===== src/rtl/ps2_pkg.sv =====
// Shared types and constants for the PS/2 keyboard receiver.
package ps2_pkg;

    // One decoded key event: break/extended prefix flags plus the scan code.
    typedef struct packed {
        logic       brk;
        logic       ext;
        logic [7:0] code;
    } key_event_t;

    // Frame deserialiser states.
    typedef enum logic [1:0] {
        ST_IDLE   = 2'd0,
        ST_DATA   = 2'd1,
        ST_PARITY = 2'd2,
        ST_STOP   = 2'd3
    } frame_state_t;

    // Prefix bytes that are folded into the following key event.
    localparam logic [7:0] PS2_EXT = 8'hE0;
    localparam logic [7:0] PS2_BRK = 8'hF0;

    // Bit positions inside the CPU-visible data word.
    localparam int DOUT_VALID = 15;
    localparam int DOUT_OVF   = 14;
    localparam int DOUT_BRK   = 13;
    localparam int DOUT_EXT   = 12;

endpackage


===== src/rtl/ps2_frame_rx.sv =====
// PS/2 line conditioning and 11-bit frame deserialiser.
// Produces one-cycle pulses: byte_valid (good frame), frame_err (bad
// parity or stop bit) and timeout (partial frame abandoned).
module ps2_frame_rx
    import ps2_pkg::*;
#(
    parameter int FILTER_LEN     = 8,
    parameter int TIMEOUT_CYCLES = 10000
) (
    input  logic       clk,
    input  logic       rst,
    input  logic       ps2c,
    input  logic       ps2d,
    output logic       byte_valid,
    output logic [7:0] rx_byte,
    output logic       frame_err,
    output logic       timeout
);

    localparam int FLT_W = (FILTER_LEN > 2) ? $clog2(FILTER_LEN) : 1;
    localparam int TO_W  = (TIMEOUT_CYCLES > 2) ? $clog2(TIMEOUT_CYCLES) : 1;
    localparam logic [FLT_W-1:0] FLT_MAX = FLT_W'(FILTER_LEN - 1);
    localparam logic [TO_W-1:0]  TO_MAX  = TO_W'(TIMEOUT_CYCLES - 1);

    logic [1:0]       c_sync_reg;
    logic [1:0]       d_sync_reg;
    logic [FLT_W-1:0] flt_cnt_reg;
    logic             ps2c_f_reg;
    logic             ps2c_f_d_reg;
    logic             strobe_reg;
    logic [TO_W-1:0]  to_cnt_reg;
    logic             to_hit;
    logic             d_bit;

    frame_state_t state_reg, state_next;
    logic [2:0]   bit_cnt_reg, bit_cnt_next;
    logic [7:0]   shift_reg, shift_next;
    logic         par_reg, par_next;

    // Two-flop synchronisers; idle line level is high.
    always_ff @(posedge clk or posedge rst) begin
        if (rst) begin
            c_sync_reg <= 2'b11;
            d_sync_reg <= 2'b11;
        end else begin
            c_sync_reg <= {c_sync_reg[0], ps2c};
            d_sync_reg <= {d_sync_reg[0], ps2d};
        end
    end

    // Glitch filter: the clock only flips after FILTER_LEN differing samples in a row.
    always_ff @(posedge clk or posedge rst) begin
        if (rst) begin
            flt_cnt_reg <= '0;
            ps2c_f_reg  <= 1'b1;
        end else if (c_sync_reg[1] == ps2c_f_reg) begin
            flt_cnt_reg <= '0;
        end else if (flt_cnt_reg == FLT_MAX) begin
            flt_cnt_reg <= '0;
            ps2c_f_reg  <= c_sync_reg[1];
        end else begin
            flt_cnt_reg <= flt_cnt_reg + 1'b1;
        end
    end

    // Registered falling-edge detector on the filtered clock.
    always_ff @(posedge clk or posedge rst) begin
        if (rst) begin
            ps2c_f_d_reg <= 1'b1;
            strobe_reg   <= 1'b0;
        end else begin
            ps2c_f_d_reg <= ps2c_f_reg;
            strobe_reg   <= ps2c_f_d_reg & ~ps2c_f_reg;
        end
    end

    // Saturating idle counter, cleared by every bit strobe.
    always_ff @(posedge clk or posedge rst) begin
        if (rst) begin
            to_cnt_reg <= '0;
        end else if (strobe_reg) begin
            to_cnt_reg <= '0;
        end else if (to_cnt_reg != TO_MAX) begin
            to_cnt_reg <= to_cnt_reg + 1'b1;
        end
    end

    assign to_hit  = (to_cnt_reg == TO_MAX);
    assign d_bit   = d_sync_reg[1];
    assign rx_byte = shift_reg;

    // Frame FSM state register.
    always_ff @(posedge clk or posedge rst) begin
        if (rst) begin
            state_reg   <= ST_IDLE;
            bit_cnt_reg <= '0;
            shift_reg   <= '0;
            par_reg     <= 1'b0;
        end else begin
            state_reg   <= state_next;
            bit_cnt_reg <= bit_cnt_next;
            shift_reg   <= shift_next;
            par_reg     <= par_next;
        end
    end

    // Frame FSM next-state and pulse outputs; a strobe wins over a timeout.
    always_comb begin
        state_next   = state_reg;
        bit_cnt_next = bit_cnt_reg;
        shift_next   = shift_reg;
        par_next     = par_reg;
        byte_valid   = 1'b0;
        frame_err    = 1'b0;
        timeout      = 1'b0;
        if (strobe_reg) begin
            case (state_reg)
                ST_IDLE: begin
                    if (!d_bit) begin
                        state_next   = ST_DATA;
                        bit_cnt_next = '0;
                    end
                end
                ST_DATA: begin
                    shift_next   = {d_bit, shift_reg[7:1]};
                    bit_cnt_next = bit_cnt_reg + 1'b1;
                    if (bit_cnt_reg == 3'd7) begin
                        state_next = ST_PARITY;
                    end
                end
                ST_PARITY: begin
                    par_next   = d_bit;
                    state_next = ST_STOP;
                end
                ST_STOP: begin
                    if (d_bit && (^{par_reg, shift_reg})) begin
                        byte_valid = 1'b1;
                    end else begin
                        frame_err = 1'b1;
                    end
                    state_next = ST_IDLE;
                end
                default: state_next = ST_IDLE;
            endcase
        end else if (state_reg != ST_IDLE && to_hit) begin
            state_next = ST_IDLE;
            timeout    = 1'b1;
        end
    end

endmodule


===== src/rtl/ps2_keyboard_rx.sv =====
// PS/2 keyboard receiver: frame deserialiser, E0/F0 prefix folding and
// a small key-event FIFO popped by the CPU with a one-cycle ack.
module ps2_keyboard_rx
    import ps2_pkg::*;
#(
    parameter int FILTER_LEN     = 8,
    parameter int TIMEOUT_CYCLES = 10000,
    parameter int FIFO_DEPTH     = 4
) (
    input  logic        clk,
    input  logic        rst,
    input  logic        ps2c,
    input  logic        ps2d,
    input  logic        ack,
    output logic [15:0] dout,
    output logic        irq
);

    localparam int PTR_W = $clog2(FIFO_DEPTH);
    localparam int CNT_W = PTR_W + 1;
    localparam logic [CNT_W-1:0] CNT_FULL = CNT_W'(FIFO_DEPTH);

    logic       byte_valid;
    logic [7:0] rx_byte;
    logic       frame_err;
    logic       timeout;

    logic       ext_reg;
    logic       brk_reg;
    logic       ovf_reg;
    logic [PTR_W-1:0] wr_ptr_reg;
    logic [PTR_W-1:0] rd_ptr_reg;
    logic [CNT_W-1:0] count_reg;
    key_event_t fifo_mem [FIFO_DEPTH];

    logic       is_prefix;
    logic       push_req;
    logic       push_ok;
    logic       pop;
    logic       empty;
    logic       full;
    key_event_t push_event;
    key_event_t head;

    ps2_frame_rx #(
        .FILTER_LEN     (FILTER_LEN),
        .TIMEOUT_CYCLES (TIMEOUT_CYCLES)
    ) u_frame_rx (
        .clk        (clk),
        .rst        (rst),
        .ps2c       (ps2c),
        .ps2d       (ps2d),
        .byte_valid (byte_valid),
        .rx_byte    (rx_byte),
        .frame_err  (frame_err),
        .timeout    (timeout)
    );

    assign is_prefix  = (rx_byte == PS2_EXT) || (rx_byte == PS2_BRK);
    assign push_req   = byte_valid && !is_prefix;
    assign empty      = (count_reg == '0);
    assign full       = (count_reg == CNT_FULL);
    assign pop        = ack && !empty;
    // A full FIFO still accepts a push when the head is popped in the same cycle.
    assign push_ok    = push_req && (!full || pop);
    assign push_event = '{brk: brk_reg, ext: ext_reg, code: rx_byte};
    assign head       = fifo_mem[rd_ptr_reg];

    // Prefix flags accumulate until a real code is pushed or the frame is lost.
    always_ff @(posedge clk or posedge rst) begin
        if (rst) begin
            ext_reg <= 1'b0;
            brk_reg <= 1'b0;
        end else if (frame_err || timeout) begin
            ext_reg <= 1'b0;
            brk_reg <= 1'b0;
        end else if (byte_valid) begin
            if (rx_byte == PS2_EXT) begin
                ext_reg <= 1'b1;
            end else if (rx_byte == PS2_BRK) begin
                brk_reg <= 1'b1;
            end else begin
                ext_reg <= 1'b0;
                brk_reg <= 1'b0;
            end
        end
    end

    // Event storage; contents need no reset because empty entries are never shown.
    always_ff @(posedge clk) begin
        if (push_ok) begin
            fifo_mem[wr_ptr_reg] <= push_event;
        end
    end

    // FIFO pointers, occupancy and sticky overflow flag.
    always_ff @(posedge clk or posedge rst) begin
        if (rst) begin
            wr_ptr_reg <= '0;
            rd_ptr_reg <= '0;
            count_reg  <= '0;
            ovf_reg    <= 1'b0;
        end else begin
            if (push_ok) begin
                wr_ptr_reg <= wr_ptr_reg + 1'b1;
            end
            if (pop) begin
                rd_ptr_reg <= rd_ptr_reg + 1'b1;
            end
            case ({push_ok, pop})
                2'b10:   count_reg <= count_reg + 1'b1;
                2'b01:   count_reg <= count_reg - 1'b1;
                default: count_reg <= count_reg;
            endcase
            if (pop) begin
                ovf_reg <= 1'b0;
            end else if (push_req && full) begin
                ovf_reg <= 1'b1;
            end
        end
    end

    // CPU data word built from the FIFO head; all zero when empty.
    always_comb begin
        dout = '0;
        if (!empty) begin
            dout[DOUT_VALID] = 1'b1;
            dout[DOUT_OVF]   = ovf_reg;
            dout[DOUT_BRK]   = head.brk;
            dout[DOUT_EXT]   = head.ext;
            dout[7:0]        = head.code;
        end
    end

    assign irq = !empty;

endmodule

===== config.mk =====
export PLATFORM = sky130hd
export DESIGN_NAME = ps2_keyboard_rx
export DESIGN_NICKNAME = d
export VERILOG_FILES = /design/src/rtl/ps2_pkg.sv /design/src/rtl/ps2_frame_rx.sv /design/src/rtl/ps2_keyboard_rx.sv
export SDC_FILE = /design/constraint.sdc
export NUM_CORES = 1
export LEC_CHECK = 0
export CAP_MARGIN = 25
export CORE_MARGIN = 2
export CORE_UTILIZATION = 35
export DETAILED_ROUTE_END_ITERATION = 6
export GPL_TIMING_DRIVEN = 0
export PLACE_DENSITY_LB_ADDON = 0.08
export SLEW_MARGIN = 40
export SYNTH_ARGS = -nofsm -noshare
export SYNTH_HDL_FRONTEND = slang
export SYNTH_SLANG_ARGS = --single-unit
export TNS_END_PERCENT = 5

===== constraint.sdc =====
create_clock -name clk -period 2.7 [get_ports clk]
set_clock_uncertainty 0.05 [all_clocks]
set_input_delay 0.27 -clock clk [delete_from_list [all_inputs] [get_ports clk]]
set_output_delay 0.27 -clock clk [all_outputs]
set_load 0.02 [all_outputs]

==> results.toml, run 1 <==
[floorplanning]
io_pins = 22
die_y_um = 112
dieArea_um2 = 12600
start_util_pct = 35.8
core_area_um2 = 11400
rows = 39
die_x_um = 112

[cts]
cts_root_buf = "clkbuf_16"
cts_tree = "built"
htreeDepth = 3
clk_pin_slew_worst_paths_ns = 0.06
cts_max_path_buffers = 2
cts.sinks = 88
numCtsBuffers = 9
clk_latency_ns = 0.33

[placement]
dp_hpwl_mm = 4.71
routabilityCongestion = 0.724
numPortBuffers = 17
dp_cells = 468

[logic_synthesis]
ys.flop_type = "dfrtp_1"
async_flop_share_pct = 54.5
ys_ff_latch = 88
synth_warnings = 0
synth_area_um2 = 4090
synth_cells = 304
syn_avg_cell_area_um2 = 13.4
synth_edf_count = 40
yosysSeqAreaShare_pct = 59.0
ys_types = 51

[sta]
tns_ns = 0
period_needed_ns = 2.57
tightest_slew_ns = 0.546
hold_viol = 0
slew_viol_final = 0
period_share_pct = 95.1
fmaxAchievable_mhz = 389
rsz0062_at_grt = "false"
setup_violations = 0
slew_headroom_pct = 63.2

[finish]
largest_reg_flops = 40
diodes = 0
nNetsFinal = 365
area_growth_pct = 18.9
final_cell_count_no_fill = 489
final_core_util_pct = 42.5
layout-drive-gt1-share_pct = 24.9

[worst_setup_path]
worstPathRequired_ns = 2.38
cp.arrival_ns = 2.25
worstSetupEndpointType = "output port"
crit_path_start_kind = "flip-flop"
critPathMaxFanout = 11
crit_type = "reg -> out"

[power]
p_sw_share_pct = 30.5
pwr-share-seq_pct = 42.0
total_power_uw = 4100
clock_power_share_pct = 29.5
powerDensity_nw_per_um2 = 845
p_int_uw = 2850
ir_drop_mv = 0.317
p_leak_uw = 0.00197
pwr-share-comb_pct = 28.5
power_switching_uw = 1250

[grt]
grt_overflow = 0
grt_pass1_wl_mm = 11.8
grt_antenna_before_repair = 0
grt_pass1_vias = 2300
track_usage_pct = 12.0
grt_max_degree = 30

[drt]
drc_errors = 0
dr_wl_met3_um = 195
postRouteAntennaNets = 0
routed_wl_mm = 6.94
firstDrtPassIters = 4
dr.max_layer_used = "met4"
drt_iter0_markers = 58
dr_wl_met2_mm = 3.33
vias = 2276
viasPerCell = 4.65
wl_per_cell_um = 14.2
met1Wirelength_mm = 3.30

[run]
max-cap-violations = 0

[worst_hold_path]
min_path_type = "in -> async"

[run_status]
outcome = "completed"
## final timing paths
path                                                    start                                  end  slack, ns  cells past startpoint
hold / removal                                            rst  u_frame_rx.flt_cnt_reg[0]$_DFF_PP0_       0.18                      2
setup reg to reg            u_frame_rx.rx_byte[3]$_DFFE_PP0P_             count_reg[1]$_DFFE_PP0P_       0.16                     10
hold reg to reg            u_frame_rx.d_sync_reg[0]$_DFF_PP1_   u_frame_rx.d_sync_reg[1]$_DFF_PP1_       0.30                      0
setup / recovery                     count_reg[2]$_DFFE_PP0P_                              dout[2]       0.13                      4
min in group clk                                         ps2c   u_frame_rx.c_sync_reg[0]$_DFF_PP1_       0.29                      1
max in group asynchronous                                 rst    u_frame_rx.rx_byte[4]$_DFFE_PP0P_       1.97                      3
## placed cells by master (no fill, tap or decap), types with 3 or more instances in the layout
cell type and count:
mux2i_1 3, nor2b_1 4, clkbuf_16 9, ha_1 17
mux4_2 10, dfrtp_2 5, nor2_1 15, o21ai_0 13
nand2b_1 3, nand2_1 21, xnor2_1 13, and2_1 12
mux2_2 7, and3_1 4, nand3_1 8, dfstp_2 6
inv_1 12, nor4_1 3, and3_2 5, clkdlybuf4s50_1 17
or2_2 4, edfxtp_1 40, a21oi_1 6, buf_4 11
conb_1 4, xor2_1 4, dfrtp_1 37, clkbuf_1 5
## cell type report
type	count	area (um2)
multi-input combinational	190	1580
sequential	88	2420
timing repair buffer	23	228
clock inverter	6	61.3
buffer	14	101
inverter	15	58.8
clock buffer	10	229
tap	143	179
fill	1080	6560
## synthesized netlist by cell type (2+ instances only)
cell	n	area, um2
or2_2	4	25.0
mux2_2	7	78.8
nor4_1	3	18.8
and3_2	3	22.5
dfstp_2	6	158
mux2i_1	3	30.0
buf_4	5	37.5
or3b_2	2	17.5
nor4b_1	2	17.5
clkbuf_1	6	22.5
nand2_1	22	82.6
and2_1	12	75.1
dfrtp_1	42	1050
nand3_1	9	45.0
ha_1	18	225
nor2_1	15	56.3
nor2b_1	4	25.0
o21ai_0	13	65.1
a21oi_1	8	40.0
xor2_1	4	35.0
nand2b_1	3	18.8
a32o_1	2	20.0
nand3b_1	2	15.0
nor3_1	2	10.0
xnor2_1	14	123
inv_1	15	56.3
mux4_2	10	225
edfxtp_1	40	1200
and3_1	6	37.5
## stage by stage
| stage | hold slack [ns] | area (um2) | worst slack [ns] |
|---|---|---|---|
| floorplan | 0.224 | 4100 | 0.245 |
| global placement | 0.296 | 4450 | -0.100 |
| detailed placement | 0.297 | 4470 | -0.124 |
| CTS | 0.179 | 4760 | -0.0794 |
| global route | 0.211 | 4860 | 0.00275 |
| finish | 0.176 | 4860 | 0.132 |
## power groups by stage
stage / clock [uW] / sequential [uW] / combinational (uW)
after floorplan: 0 / 1710 / 854
after global placement: 0 / 1750 / 1140
after detailed placement: 0 / 1750 / 1160
after CTS: 1250 / 1730 / 1160
after global routing: 1300 / 1750 / 1320
final: 1210 / 1720 / 1170
## logic make-up after synthesis
group | Yosys count | share of synthesized area [%]
fa+ha+maj | 19 | 6.00
compound gates | 27 | 3.92
simple gates | 100 | 14.2
buf+inv | 29 | 3.74
xor+xnor | 20 | 4.84
mux | 20 | 8.18
flops | 88 | 59.0
other cells | 1 | 0.0918
## metal layers
layer	up-vias	track usage, %
li1	1151	-
met1	1088	16.2
met2	29	19.1
met5	-	0
met3	8	2.16
met4	0	5.37
## repair_timing
item                                   4_1_cts  5_1_grt
cloned                                       0        0
buffers inserted                             0        5
endpoints found under the hold margin        0        0
hold buffers                                 0        0
setup endpoints to repair                   32       12
pin swaps                                    0        7
resized for setup                            4       18
## critical path, cell delays in order (launching register included)
cell and delay [ns]:
dfrtp_1 0.44, or3_2 0.57, buf_2 0.22, and2_1 0.16
clkdlybuf4s50_1 0.53
Power figures use the tool's default switching activity.
==> run 2: changes to the inputs <==
--- a/config.mk
+++ b/config.mk
@@ -6,10 +6,12 @@
 export NUM_CORES = 1
 export LEC_CHECK = 0
 export CAP_MARGIN = 25
+export CORE_ASPECT_RATIO = 0.75
 export CORE_MARGIN = 2
 export CORE_UTILIZATION = 35
 export DETAILED_ROUTE_END_ITERATION = 6
 export GPL_TIMING_DRIVEN = 0
+export HOLD_SLACK_MARGIN = 0.15
 export PLACE_DENSITY_LB_ADDON = 0.08
 export SLEW_MARGIN = 40
 export SYNTH_ARGS = -nofsm -noshare
==> constraint.sdc (replaced) <==
create_clock -name clk -period 2.5 [get_ports clk]
set_clock_uncertainty 0.05 [all_clocks]
set_input_delay 0.25 -clock clk [delete_from_list [all_inputs] [get_ports clk]]
set_output_delay 0.25 -clock clk [all_outputs]
set_load 0.02 [all_outputs]
==> results.toml, run 2 (synthesis gave the netlist of run 1 again) <==
[drt]
wl_per_cell_um = 14.4
viasPerCell = 4.75
routed_wl_mm = 7.10
vias = 2336
postRouteAntennaNets = 0
firstDrtPassIters = 4
dr.max_layer_used = "met4"
drc_errors = 0
met1Wirelength_mm = 3.64
drt_iter0_markers = 122
dr_wl_met2_mm = 3.10
dr_wl_met3_um = 266

[floorplanning]
start_util_pct = 35.6
die_x_um = 129
rows = 34
die_y_um = 97.6
io_pins = 22
core_area_um2 = 11500
dieArea_um2 = 12600

[worst_setup_path]
worstSetupEndpointType = "flip-flop"
cp.arrival_ns = 2.74
worstPathRequired_ns = 2.69
crit_type = "reg -> reg"
critPathMaxFanout = 3
crit_path_start_kind = "flip-flop"

[power]
p_leak_uw = 0.00200
p_sw_share_pct = 31.6
clock_power_share_pct = 28.4
pwr-share-seq_pct = 42.8
ir_drop_mv = 0.482
powerDensity_nw_per_um2 = 896
p_int_uw = 2980
power_switching_uw = 1370
pwr-share-comb_pct = 28.7

[sta]
setup_violations = 3
slew_headroom_pct = 66.5
hold_ws_ns = 0.267
slew_viol_final = 0
fin_ws_ns = -0.0488
period_share_pct = 102
period_needed_ns = 2.55
rsz0062_at_grt = "true"
hold_viol = 0
tightest_slew_ns = 0.497
fmaxAchievable_mhz = 392

[grt]
grt_pass1_wl_mm = 12.1
grt_overflow = 0
grt_antenna_before_repair = 0
track_usage_pct = 12.4
grt_pass1_vias = 2350
grt_max_degree = 38

[cts]
cts.sinks = 88
numCtsBuffers = 9
clk_pin_slew_worst_paths_ns = 0.07
cts_root_buf = "clkbuf_16"
cts_tree = "built"
cts_max_path_buffers = 2
htreeDepth = 3
clk_latency_ns = 0.34

[placement]
dp_cells = 469
dpl-instance-area_um2 = 4470
routabilityCongestion = 0.732
dp_hpwl_mm = 4.79
numPortBuffers = 17

[finish]
diodes = 0
postLayoutCellArea_um2 = 4860
layout-drive-gt1-share_pct = 25.6
largest_reg_flops = 40
multi_input_area_um2 = 1590
area_growth_pct = 19.1
mostFrequentLayoutCells = "edfxtp_1 (40), dfrtp_1 (37), nand2_1 (21), ha_1 (17), nor2_1 (15)"
regArea_um2 = 2420
layout_commonest_cell = "edfxtp_1"
nNetsFinal = 367
final_cell_count_no_fill = 492
num-fill-cells = 1083
final_core_util_pct = 42.3

[worst_hold_path]
min_path_type = "in -> reg"

[run]
max-cap-violations = 0

[run_status]
failed_checks = "setup timing"
outcome = "finished with violations"
run 2: power by group through the flow:
stage	logic [uW]	clock network, uW	registers (uW)
3_3_place_gp	1220	0	1890
4_1_cts	1270	1290	1870
5_1_grt	1420	1340	1900
2_1_floorplan	922	0	1840
6_report	1250	1240	1870
3_5_place_dp	1250	0	1890
run 2: path summary, 6_finish.rpt:
kind	cells past startpoint	slack, ns	start	endpoint
min in group asynchronous	3	0.67	rst	u_frame_rx.flt_cnt_reg[1]$_DFF_PP0_
worst max-delay path	9	-0.05	u_frame_rx.rx_byte[1]$_DFFE_PP0P_	count_reg[1]$_DFFE_PP0P_
worst min register to register	0	0.31	u_frame_rx.d_sync_reg[0]$_DFF_PP1_	u_frame_rx.d_sync_reg[1]$_DFF_PP1_
worst min-delay path	1	0.27	ps2d	u_frame_rx.d_sync_reg[0]$_DFF_PP1_
worst max register to register	9	-0.05	u_frame_rx.rx_byte[1]$_DFFE_PP0P_	count_reg[1]$_DFFE_PP0P_
max in group asynchronous	4	1.23	rst	u_frame_rx.ps2c_f_d_reg$_DFF_PP1_
run 2: metrics by stage:
stage / total power (uW) / setup WS, ns / setup TNS, ns
floorplan: 2760 / 0.0452 / 0
global placement: 3110 / -0.250 / -8.15
detailed placement: 3140 / -0.319 / -7.93
CTS: 4420 / -0.0762 / -0.193
global route: 4660 / -0.177 / -0.615
finish: 4360 / -0.0488 / -0.0941
run 2: worst max-delay path, cell delays in order (launching register included):
cell and delay [ns]:
dfrtp_2 0.42, inv_2 0.08, ha_4 0.20, xnor3_2 0.41
xnor2_4 0.21, nand3_2 0.13, nand2_2 0.11, fa_2 0.44
nor2b_1 0.15, nor4b_2 0.26
run 2: layout make-up:
class	count	area share (%)
multi-input combinational	190	32.7
timing repair buffer	25	4.79
buffer	14	2.21
clock inverter	7	1.11
inverter	15	1.21
tap	144	3.70
clock buffer	9	4.63
sequential	88	49.7
run 2: per-layer routing:
| metal | vias up | global-route usage (%) |
|---|---|---|
| met5 | - | 0 |
| met1 | 1141 | 18.2 |
| li1 | 1150 | - |
| met4 | 0 | 3.26 |
| met3 | 10 | 3.96 |
| met2 | 35 | 17.8 |
run 2: timing repair:
item / 4_1_cts / 5_1_grt
endpoints found under the hold margin: 11 / 0
gates resized for setup: 23 / 8
setup buffers: 5 / 1
hold buffers: 1 / 0
pin swaps: 3 / 7
setup endpoints to repair: 53 / 43
